===== src/rtl/aes_axi_fifo_if.sv =====
// rtl/aes_axi_fifo_if.sv - AXI4 slave front-end for the AES-256 core
// Seed, data-in and data-out FIFOs, status/control registers and engine handshakes.

module aes_axi_fifo_if #(
  parameter int OUT_DEPTH = 8
) (
  input  logic          s00_axi_aclk,
  input  logic          s00_axi_aresetn,
  input  logic [5:0]    s00_axi_awaddr,
  input  logic [7:0]    s00_axi_awlen,
  input  logic [2:0]    s00_axi_awsize,
  input  logic [1:0]    s00_axi_awburst,
  input  logic          s00_axi_awid,
  input  logic          s00_axi_awvalid,
  output logic          s00_axi_awready,
  input  logic [31:0]   s00_axi_wdata,
  input  logic [3:0]    s00_axi_wstrb,
  input  logic          s00_axi_wlast,
  input  logic          s00_axi_wvalid,
  output logic          s00_axi_wready,
  output logic [1:0]    s00_axi_bresp,
  output logic          s00_axi_bid,
  output logic          s00_axi_bvalid,
  input  logic          s00_axi_bready,
  input  logic [5:0]    s00_axi_araddr,
  input  logic [7:0]    s00_axi_arlen,
  input  logic [2:0]    s00_axi_arsize,
  input  logic [1:0]    s00_axi_arburst,
  input  logic          s00_axi_arvalid,
  output logic          s00_axi_arready,
  output logic [31:0]   s00_axi_rdata,
  output logic [1:0]    s00_axi_rresp,
  output logic          s00_axi_rlast,
  output logic          s00_axi_rvalid,
  input  logic          s00_axi_rready,
  output logic [31:0]   s01_reg_status,
  output logic [31:0]   s02_reg_control,
  output logic [255:0]  aes_key,
  output logic          aes_kg_start,
  input  logic          aes_kg_done,
  output logic [127:0]  aes_din,
  output logic          aes_enc_start,
  output logic          aes_dec_start,
  input  logic          aes_done,
  input  logic [127:0]  aes_dout
);

  localparam int AW = $clog2(OUT_DEPTH);
  localparam int CW = AW + 1;
  localparam logic [CW-1:0] OUT_FULL = CW'(OUT_DEPTH);
  localparam logic [CW-1:0] OUT_ROOM = CW'(OUT_DEPTH - 4);

  typedef enum logic [1:0] {W_IDLE, W_DATA, W_RESP} wr_state_e;
  typedef enum logic {R_IDLE, R_DATA} rd_state_e;

  wr_state_e       wr_state_q, wr_state_d;
  rd_state_e       rd_state_q, rd_state_d;
  logic [5:0]      awaddr_q, awaddr_d, araddr_q, araddr_d;
  logic [7:0]      awlen_q, awlen_d, wbeat_q, wbeat_d, arlen_q, arlen_d, rbeat_q, rbeat_d;
  logic            awid_q, awid_d, berr_q, berr_d;
  logic            rvalid_q, rvalid_d, rlast_q, rlast_d, rpop_q, rpop_d;
  logic [31:0]     rdata_q, rdata_d;
  logic [1:0]      rresp_q, rresp_d;
  logic [31:0]     seed_q [8];
  logic [31:0]     seed_d [8];
  logic [2:0]      seed_cnt_q, seed_cnt_d;
  logic            kg_start_q, kg_start_d, kg_fin_q, kg_fin_d;
  logic [31:0]     din_q [4];
  logic [31:0]     din_d [4];
  logic [2:0]      din_cnt_q, din_cnt_d;
  logic [127:0]    aes_din_q, aes_din_d;
  logic            enc_start_q, enc_start_d, dec_start_q, dec_start_d;
  logic [1:0]      busy_q, busy_d;
  logic [31:0]     ctrl_q, ctrl_d, status_q, status_d;
  logic [31:0]     dout_q [OUT_DEPTH];
  logic [31:0]     dout_d [OUT_DEPTH];
  logic [AW-1:0]   dout_wp_q, dout_wp_d, dout_rp_q, dout_rp_d;
  logic [CW-1:0]   dout_cnt_q, dout_cnt_d;
  logic            pop, push4, ctrl_ok;
  logic            unused_ok;

  assign unused_ok = ^{s00_axi_awsize, s00_axi_awburst, s00_axi_wstrb,
                       s00_axi_arsize, s00_axi_arburst};

  // The result push needs four free slots, so they are reserved before starting.
  assign ctrl_ok = kg_fin_q && (din_cnt_q == 3'd4) && (busy_q == 2'b00) &&
                   (dout_cnt_q <= OUT_ROOM);

  always_comb begin
    wr_state_d  = wr_state_q;   rd_state_d = rd_state_q;
    awaddr_d    = awaddr_q;     awlen_d    = awlen_q;    awid_d  = awid_q;
    wbeat_d     = wbeat_q;      berr_d     = berr_q;
    araddr_d    = araddr_q;     arlen_d    = arlen_q;    rbeat_d = rbeat_q;
    rvalid_d    = rvalid_q;     rlast_d    = rlast_q;    rpop_d  = rpop_q;
    rdata_d     = rdata_q;      rresp_d    = rresp_q;
    seed_d      = seed_q;       seed_cnt_d = seed_cnt_q;
    kg_start_d  = 1'b0;         kg_fin_d   = kg_fin_q;
    din_d       = din_q;        din_cnt_d  = din_cnt_q;  aes_din_d = aes_din_q;
    enc_start_d = 1'b0;         dec_start_d = 1'b0;
    busy_d      = busy_q;       ctrl_d     = ctrl_q;
    dout_d      = dout_q;       dout_wp_d  = dout_wp_q;  dout_rp_d = dout_rp_q;
    s00_axi_awready = 1'b0;     s00_axi_wready = 1'b0;   s00_axi_arready = 1'b0;
    pop         = 1'b0;
    push4       = aes_done && (busy_q != 2'b00);

    unique case (wr_state_q)
      W_IDLE: begin
        s00_axi_awready = s00_axi_awvalid;
        if (s00_axi_awvalid) begin
          awaddr_d   = s00_axi_awaddr;
          awlen_d    = s00_axi_awlen;
          awid_d     = s00_axi_awid;
          wbeat_d    = 8'd0;
          berr_d     = 1'b0;
          wr_state_d = W_DATA;
        end
      end
      W_DATA: begin
        s00_axi_wready = 1'b1;
        if (s00_axi_wvalid) begin
          case (awaddr_q)
            6'h04: begin
              if (din_cnt_q != 3'd4) begin
                din_d[din_cnt_q[1:0]] = s00_axi_wdata;
                din_cnt_d = din_cnt_q + 3'd1;
              end else begin
                berr_d = 1'b1;
              end
            end
            6'h08: begin
              seed_d[seed_cnt_q] = s00_axi_wdata;
              seed_cnt_d = seed_cnt_q + 3'd1;
              kg_start_d = (seed_cnt_q == 3'd7);
            end
            6'h0C: begin
              if (ctrl_ok && ((s00_axi_wdata == 32'd1) || (s00_axi_wdata == 32'd2))) begin
                aes_din_d   = {din_q[0], din_q[1], din_q[2], din_q[3]};
                enc_start_d = s00_axi_wdata[0];
                dec_start_d = s00_axi_wdata[1];
                busy_d      = s00_axi_wdata[1:0];
                ctrl_d      = s00_axi_wdata;
                din_d       = '{default: '0};
                din_cnt_d   = 3'd0;
              end else begin
                berr_d = 1'b1;
              end
            end
            default: berr_d = 1'b1;
          endcase
          if (s00_axi_wlast || (wbeat_q == awlen_q)) wr_state_d = W_RESP;
          else wbeat_d = wbeat_q + 8'd1;
        end
      end
      W_RESP: if (s00_axi_bready) wr_state_d = W_IDLE;
      default: wr_state_d = W_IDLE;
    endcase

    if (kg_start_d) kg_fin_d = 1'b0;
    else if (aes_kg_done) kg_fin_d = 1'b1;

    // Each beat is latched while rvalid is low so rdata cannot move under a held beat.
    unique case (rd_state_q)
      R_IDLE: begin
        s00_axi_arready = s00_axi_arvalid;
        if (s00_axi_arvalid) begin
          araddr_d   = s00_axi_araddr;
          arlen_d    = s00_axi_arlen;
          rbeat_d    = 8'd0;
          rvalid_d   = 1'b0;
          rd_state_d = R_DATA;
        end
      end
      R_DATA: begin
        if (!rvalid_q) begin
          rvalid_d = 1'b1;
          rlast_d  = (rbeat_q == arlen_q);
          rpop_d   = 1'b0;
          rresp_d  = 2'b00;
          rdata_d  = 32'd0;
          case (araddr_q)
            6'h00: rdata_d = status_q;
            6'h04: begin
              if (dout_cnt_q != '0) begin
                rdata_d = dout_q[dout_rp_q];
                rpop_d  = 1'b1;
              end else begin
                rresp_d = 2'b10;
              end
            end
            6'h08: rdata_d = {29'd0, seed_cnt_q};
            6'h0C: rdata_d = ctrl_q;
            default: rresp_d = 2'b10;
          endcase
        end else if (s00_axi_rready) begin
          pop      = rpop_q;
          rvalid_d = 1'b0;
          rlast_d  = 1'b0;
          rpop_d   = 1'b0;
          rdata_d  = 32'd0;
          rresp_d  = 2'b00;
          if (rlast_q) rd_state_d = R_IDLE;
          else rbeat_d = rbeat_q + 8'd1;
        end
      end
      default: rd_state_d = R_IDLE;
    endcase

    if (pop) dout_rp_d = dout_rp_q + AW'(1);
    if (push4) begin
      for (int k = 0; k < 4; k++) dout_d[dout_wp_q + AW'(k)] = aes_dout[127-32*k -: 32];
      dout_wp_d = dout_wp_q + AW'(4);
      busy_d    = 2'b00;
      ctrl_d    = 32'd0;
    end
    dout_cnt_d = dout_cnt_q + (push4 ? CW'(4) : CW'(0)) - (pop ? CW'(1) : CW'(0));

    status_d        = 32'd0;
    status_d[1:0]   = busy_d;
    status_d[2]     = kg_fin_d;
    status_d[3]     = (din_cnt_d == 3'd4);
    status_d[4]     = (dout_cnt_d == '0);
    status_d[5]     = (dout_cnt_d == OUT_FULL);
    status_d[10:8]  = din_cnt_d;
    status_d[14:11] = 4'(dout_cnt_d);
  end

  always_ff @(posedge s00_axi_aclk or posedge s00_axi_aresetn) begin
    if (s00_axi_aresetn) begin
      wr_state_q <= W_IDLE;   rd_state_q <= R_IDLE;
      awaddr_q   <= '0;       awlen_q    <= '0;  awid_q  <= 1'b0;
      wbeat_q    <= '0;       berr_q     <= 1'b0;
      araddr_q   <= '0;       arlen_q    <= '0;  rbeat_q <= '0;
      rvalid_q   <= 1'b0;     rlast_q    <= 1'b0; rpop_q <= 1'b0;
      rdata_q    <= '0;       rresp_q    <= '0;
      seed_q     <= '{default: '0};  seed_cnt_q <= '0;
      kg_start_q <= 1'b0;     kg_fin_q   <= 1'b0;
      din_q      <= '{default: '0};  din_cnt_q  <= '0;
      aes_din_q  <= '0;       enc_start_q <= 1'b0; dec_start_q <= 1'b0;
      busy_q     <= '0;       ctrl_q     <= '0;  status_q <= '0;
      dout_q     <= '{default: '0};
      dout_wp_q  <= '0;       dout_rp_q  <= '0;  dout_cnt_q <= '0;
    end else begin
      wr_state_q <= wr_state_d; rd_state_q <= rd_state_d;
      awaddr_q   <= awaddr_d;   awlen_q    <= awlen_d;  awid_q  <= awid_d;
      wbeat_q    <= wbeat_d;    berr_q     <= berr_d;
      araddr_q   <= araddr_d;   arlen_q    <= arlen_d;  rbeat_q <= rbeat_d;
      rvalid_q   <= rvalid_d;   rlast_q    <= rlast_d;  rpop_q  <= rpop_d;
      rdata_q    <= rdata_d;    rresp_q    <= rresp_d;
      seed_q     <= seed_d;     seed_cnt_q <= seed_cnt_d;
      kg_start_q <= kg_start_d; kg_fin_q   <= kg_fin_d;
      din_q      <= din_d;      din_cnt_q  <= din_cnt_d;
      aes_din_q  <= aes_din_d;  enc_start_q <= enc_start_d; dec_start_q <= dec_start_d;
      busy_q     <= busy_d;     ctrl_q     <= ctrl_d;   status_q <= status_d;
      dout_q     <= dout_d;
      dout_wp_q  <= dout_wp_d;  dout_rp_q  <= dout_rp_d; dout_cnt_q <= dout_cnt_d;
    end
  end

  assign s00_axi_bvalid  = (wr_state_q == W_RESP);
  assign s00_axi_bresp   = s00_axi_bvalid ? {berr_q, 1'b0} : 2'b00;
  assign s00_axi_bid     = awid_q;
  assign s00_axi_rvalid  = rvalid_q;
  assign s00_axi_rdata   = rdata_q;
  assign s00_axi_rresp   = rresp_q;
  assign s00_axi_rlast   = rlast_q;
  assign s01_reg_status  = status_q;
  assign s02_reg_control = ctrl_q;
  assign aes_key = {seed_q[0], seed_q[1], seed_q[2], seed_q[3],
                    seed_q[4], seed_q[5], seed_q[6], seed_q[7]};
  assign aes_kg_start  = kg_start_q;
  assign aes_din       = aes_din_q;
  assign aes_enc_start = enc_start_q;
  assign aes_dec_start = dec_start_q;

endmodule


===== config.mk =====
export PLATFORM = sky130hd
export DESIGN_NAME = aes_axi_fifo_if
export DESIGN_NICKNAME = d
export VERILOG_FILES = /design/src/rtl/aes_axi_fifo_if.sv
export SDC_FILE = /design/constraint.sdc
export NUM_CORES = 2
export LEC_CHECK = 0
export CAP_MARGIN = 0
export CORE_AREA = 2 2 271 273
export CTS_BUF_LIST = sky130_fd_sc_hd__clkbuf_8
export DETAILED_ROUTE_END_ITERATION = 7
export DIE_AREA = 0 0 273 275
export PLACE_DENSITY = 0.82
export SYNTH_ARGS = -nofsm -noshare
export SYNTH_HDL_FRONTEND = slang
export SYNTH_SLANG_ARGS = --single-unit
export TNS_END_PERCENT = 30

===== constraint.sdc =====
create_clock -name s00_axi_aclk -period 48 [get_ports s00_axi_aclk]
set_input_delay 14.4 -clock s00_axi_aclk [delete_from_list [all_inputs] [get_ports s00_axi_aclk]]
set_output_delay 14.4 -clock s00_axi_aclk [all_outputs]
set_load 0.02 [all_outputs]

==> results by group <==
Yosys
  – Yosys warns: 0
  – #FFs+latches synth: 908
  – Synthesized area: 36400 sq um
  – Ys async rst share: 100%
  – Dominant synthesized flop cell: dfrtp_1
  – Sequential area share after synthesis: 62.3%
  – Top cells by area, synth: dfrtp_1 62%, mux2_2 18%, mux4_2 4.0%, a22o_1 3.2%, mux2_1 2.5%
  – Syn Area/Cell: about 15 sq um
  – Yosys top cell by area: dfrtp_1
  – Share of Yosys cell area claimed by the top area cell type: between 60% and 70%
  – Synth Instances: roughly 2400
  – Count of cell types in the netlist: 56
  – Number of synthesized flops with an enable pin: 0

Critical path
  – Cell mode on critical path: clkdlybuf4s50_1
  – Crit-path max cell delay: 700 ps
  – CP max stage cell: clkdlybuf4s50_1
  – Setup slack, reg-to-reg: 43490 ps
  – Cells along the critical path: clkdlybuf4s50_1, nand2_1, clkinv_1, clkdlybuf4s50_1
  – Setup CP Type: in -> out
  – Worst setup SP type: primary input
  – Reg2reg path depth: 8
  – Crit end category: output pin
  – Required time worst endpoint: 33600 ps
  – Worst Path Max Fanout: 23
  – Arr. time, crit path: 16740 ps

Global route
  – Number of global-route vias before repair: 25273
  – GRT Resource Usage Total: around 28%
  – Total grt overflow: 0
  – Pin count of the biggest net entering global routing: 196
  – Initial antenna violation count: 14
  – Global-route wire length before repair: 158000 um

Worst hold path
  – Min-Delay Path Class: reg -> reg
  – Hold depth: 1

Floorplanning
  – Die height: around 280 um
  – Die ar.: 75100 sq um
  – Core footprint: 72300 sq um
  – # IOs: 707
  – Rows: 99
  – Width of the die: 273 um
  – Initial Utilization: 50.4%

Timing
  – Final Hold Viols: 0
  – Setup-failing EPs final: 0
  – Slew HR: 20.2%
  – Skew final: between 40 and 50 ps
  – Worst Tran Pin Value: 1200 ps
  – Fmax achieved: 32.1 MHz
  – Max Slew Vio Count: 0
  – Tmin final: 31140 ps
  – RSZ-0062 raised after global routing: false
  – Final period util: around 65%
  – Setup TNS Final: 0 ps

Cells and area
  – Core Util, Final: 65.1%
  – Nets: approximately 3300
  – Share of cells above drive strength 1: 28.8%
  – Final Instance Area: 47100 sq um
  – Layout area overhead: 29.1%
  – Post-route insts no fill: 4154
  – Fillcell total: 5097

Clock network
  – Postcts setup bufs: 0
  – Worst-path clk slew: 60 ps
  – Post-CTS sizing: 0
  – Sink Count: 908
  – CTS Buf Count: 148
  – Post-CTS Hold Buffers: 0
  – H-Tree Depth: 4
  – CTS root buf: clkbuf_8
  – CTS max path bufs: 3
  – CTS tree: built
  – Worst-Skew Late Latency: 810 ps

Placed design
  – DP Cell Count: 3885
  – Buffers on Ports: 671
  – Hpwl dp: between 70000 and 80000 um
  – Dpl cell area: 44000 sq um
  – RePlAce Congestion: 0.829

Routing
  – DR iter-0 viols: 1631
  – Uppermost layer routed: met5
  – DRT antenna net count: 0
  – Wire length on met3: ~9000 um
  – Via density: approximately 5.7
  – Residual DRC count: 0
  – Drt wl/cell: 25.3 um
  – DR WL met2: 53500 um
  – M1 wire length: around 40000 um
  – Via count: about 24000
  – Drt total wl: 105000 um
  – Drt first pass iters: 5

Status
  – Status: finished, final reports clean

Power
  – Lkg Pwr: ~22 nW
  – Power Density: between 40 and 50 nW/um^2
  – Pwr Total: 1.93 mW
  – Peak VDD IR: 0.0295 mV

Job
  – Max cap viols: 0
synthesized netlist by cell type, types with 2 or more instances:
cell type,n
ha_1,12
xor2_1,19
clkbuf_1,98
or4_1,2
nand4_1,10
nor3_2,3
nand3b_1,3
nand2_1,93
buf_1,7
xnor2_1,12
and2_1,39
buf_6,12
nor3b_4,2
o221ai_1,13
nor2_1,23
o31ai_1,3
a22o_1,132
a21oi_1,10
dfrtp_1,908
mux2_2,571
nor4_1,16
inv_1,18
mux4_2,64
a31oi_1,3
nand3_1,13
and3_1,7
mux2_1,82
nand2b_1,3
o22ai_1,5
o21ai_0,27
mux2i_1,42
buf_4,25
nor2b_1,4
buf_2,51
nor4b_1,3
a22oi_1,29
cell usage in the layout, fill, tap and decap left out, drive strengths merged, types with 19 or more instances in the layout:
cell / netlist / final
xor2: 19 / 19
and2: 39 / 39
o21ai: 28 / 28
a22o: 132 / 132
mux2: 653 / 653
inv: 18 / 84
dfrtp: 908 / 908
mux2i: 42 / 42
buf: 95 / 45
conb: 1 / 21
clkdlybuf4s50: 0 / 671
a22oi: 29 / 29
mux4: 64 / 64
clkbuf: 99 / 181
nor2: 24 / 24
nand2: 94 / 94
where the power goes:
group	total, mW	internal [mW]	switching (mW)
clock	0.688	0.369	0.319
combinational	0.332	0.160	0.173
sequential	0.905	0.837	0.0681
total	1.93	1.37	0.560
layer usage:
metal,global-route usage (%),vias to the layer above
met5,0,-
li1,-,10017
met4,10.9,18
met2,48.1,945
met1,32.9,12416
met3,9.00,234
path summary, 6_finish.rpt:
check | from | endpoint
worst max-delay path | s00_axi_awvalid | s00_axi_awready
worst min-delay path | aes_din[10] | aes_din[10]
worst max register to register | s01_reg_status[8] | aes_din[112]
worst min register to register | aes_din[10] | aes_din[10]
max in group asynchronous | s00_axi_aresetn | aes_key[45]
min in group asynchronous | s00_axi_aresetn | s02_reg_control[24]
registers in the layout, indices dropped and copies added, names as in the netlist, 6 cells and up:
name             cells
s01_reg_status      11
arlen_q              8
din_q              128
aes_key            256
aes_din            128
s00_axi_rdata       32
awlen_q              8
wbeat_q              8
s02_reg_control     32
dout_q             256
araddr_q             6
awaddr_q             6
rbeat_q              8
cells by family after synthesis:
group,share of synthesized area (%)
XOR/XNOR,0.745
multiplexers,25.3
other,0.0103
flip-flops,62.3
adder cells (fa/ha/maj),0.467
AND/OR/NAND/NOR,3.38
buffers and inverters,2.88
AO/OA/AOI/OAI,4.90
area by class of cell:
cell class	count	area (sq um)	area share [%]
Sequential cell	908	22700	48.3
Tap cell	959	1200	2.55
Inverter	19	78.8	0.167
Clock buffer	181	2490	5.29
Antenna cell	4	10.0	0.0213
Timing Repair Buffer	716	7090	15.1
Clock inverter	84	587	1.25
Multi-Input combinational cell	1283	12900	27.4
critical path, delay by kind of cell:
| kind | cells | cell delay, ps |
|---|---|---|
| and+or+nand+nor | 1 | 570 |
| buffers and inverters | 3 | 1760 |
per-stage QoR:
stage	hold slack, ps	worst slack, ps
2_1_floorplan	447	8070
3_3_place_gp	459	16960
3_5_place_dp	473	16870
4_1_cts	480	16860
5_1_grt	505	16640
6_report	481	16860
(Power assumes the default switching activity.)
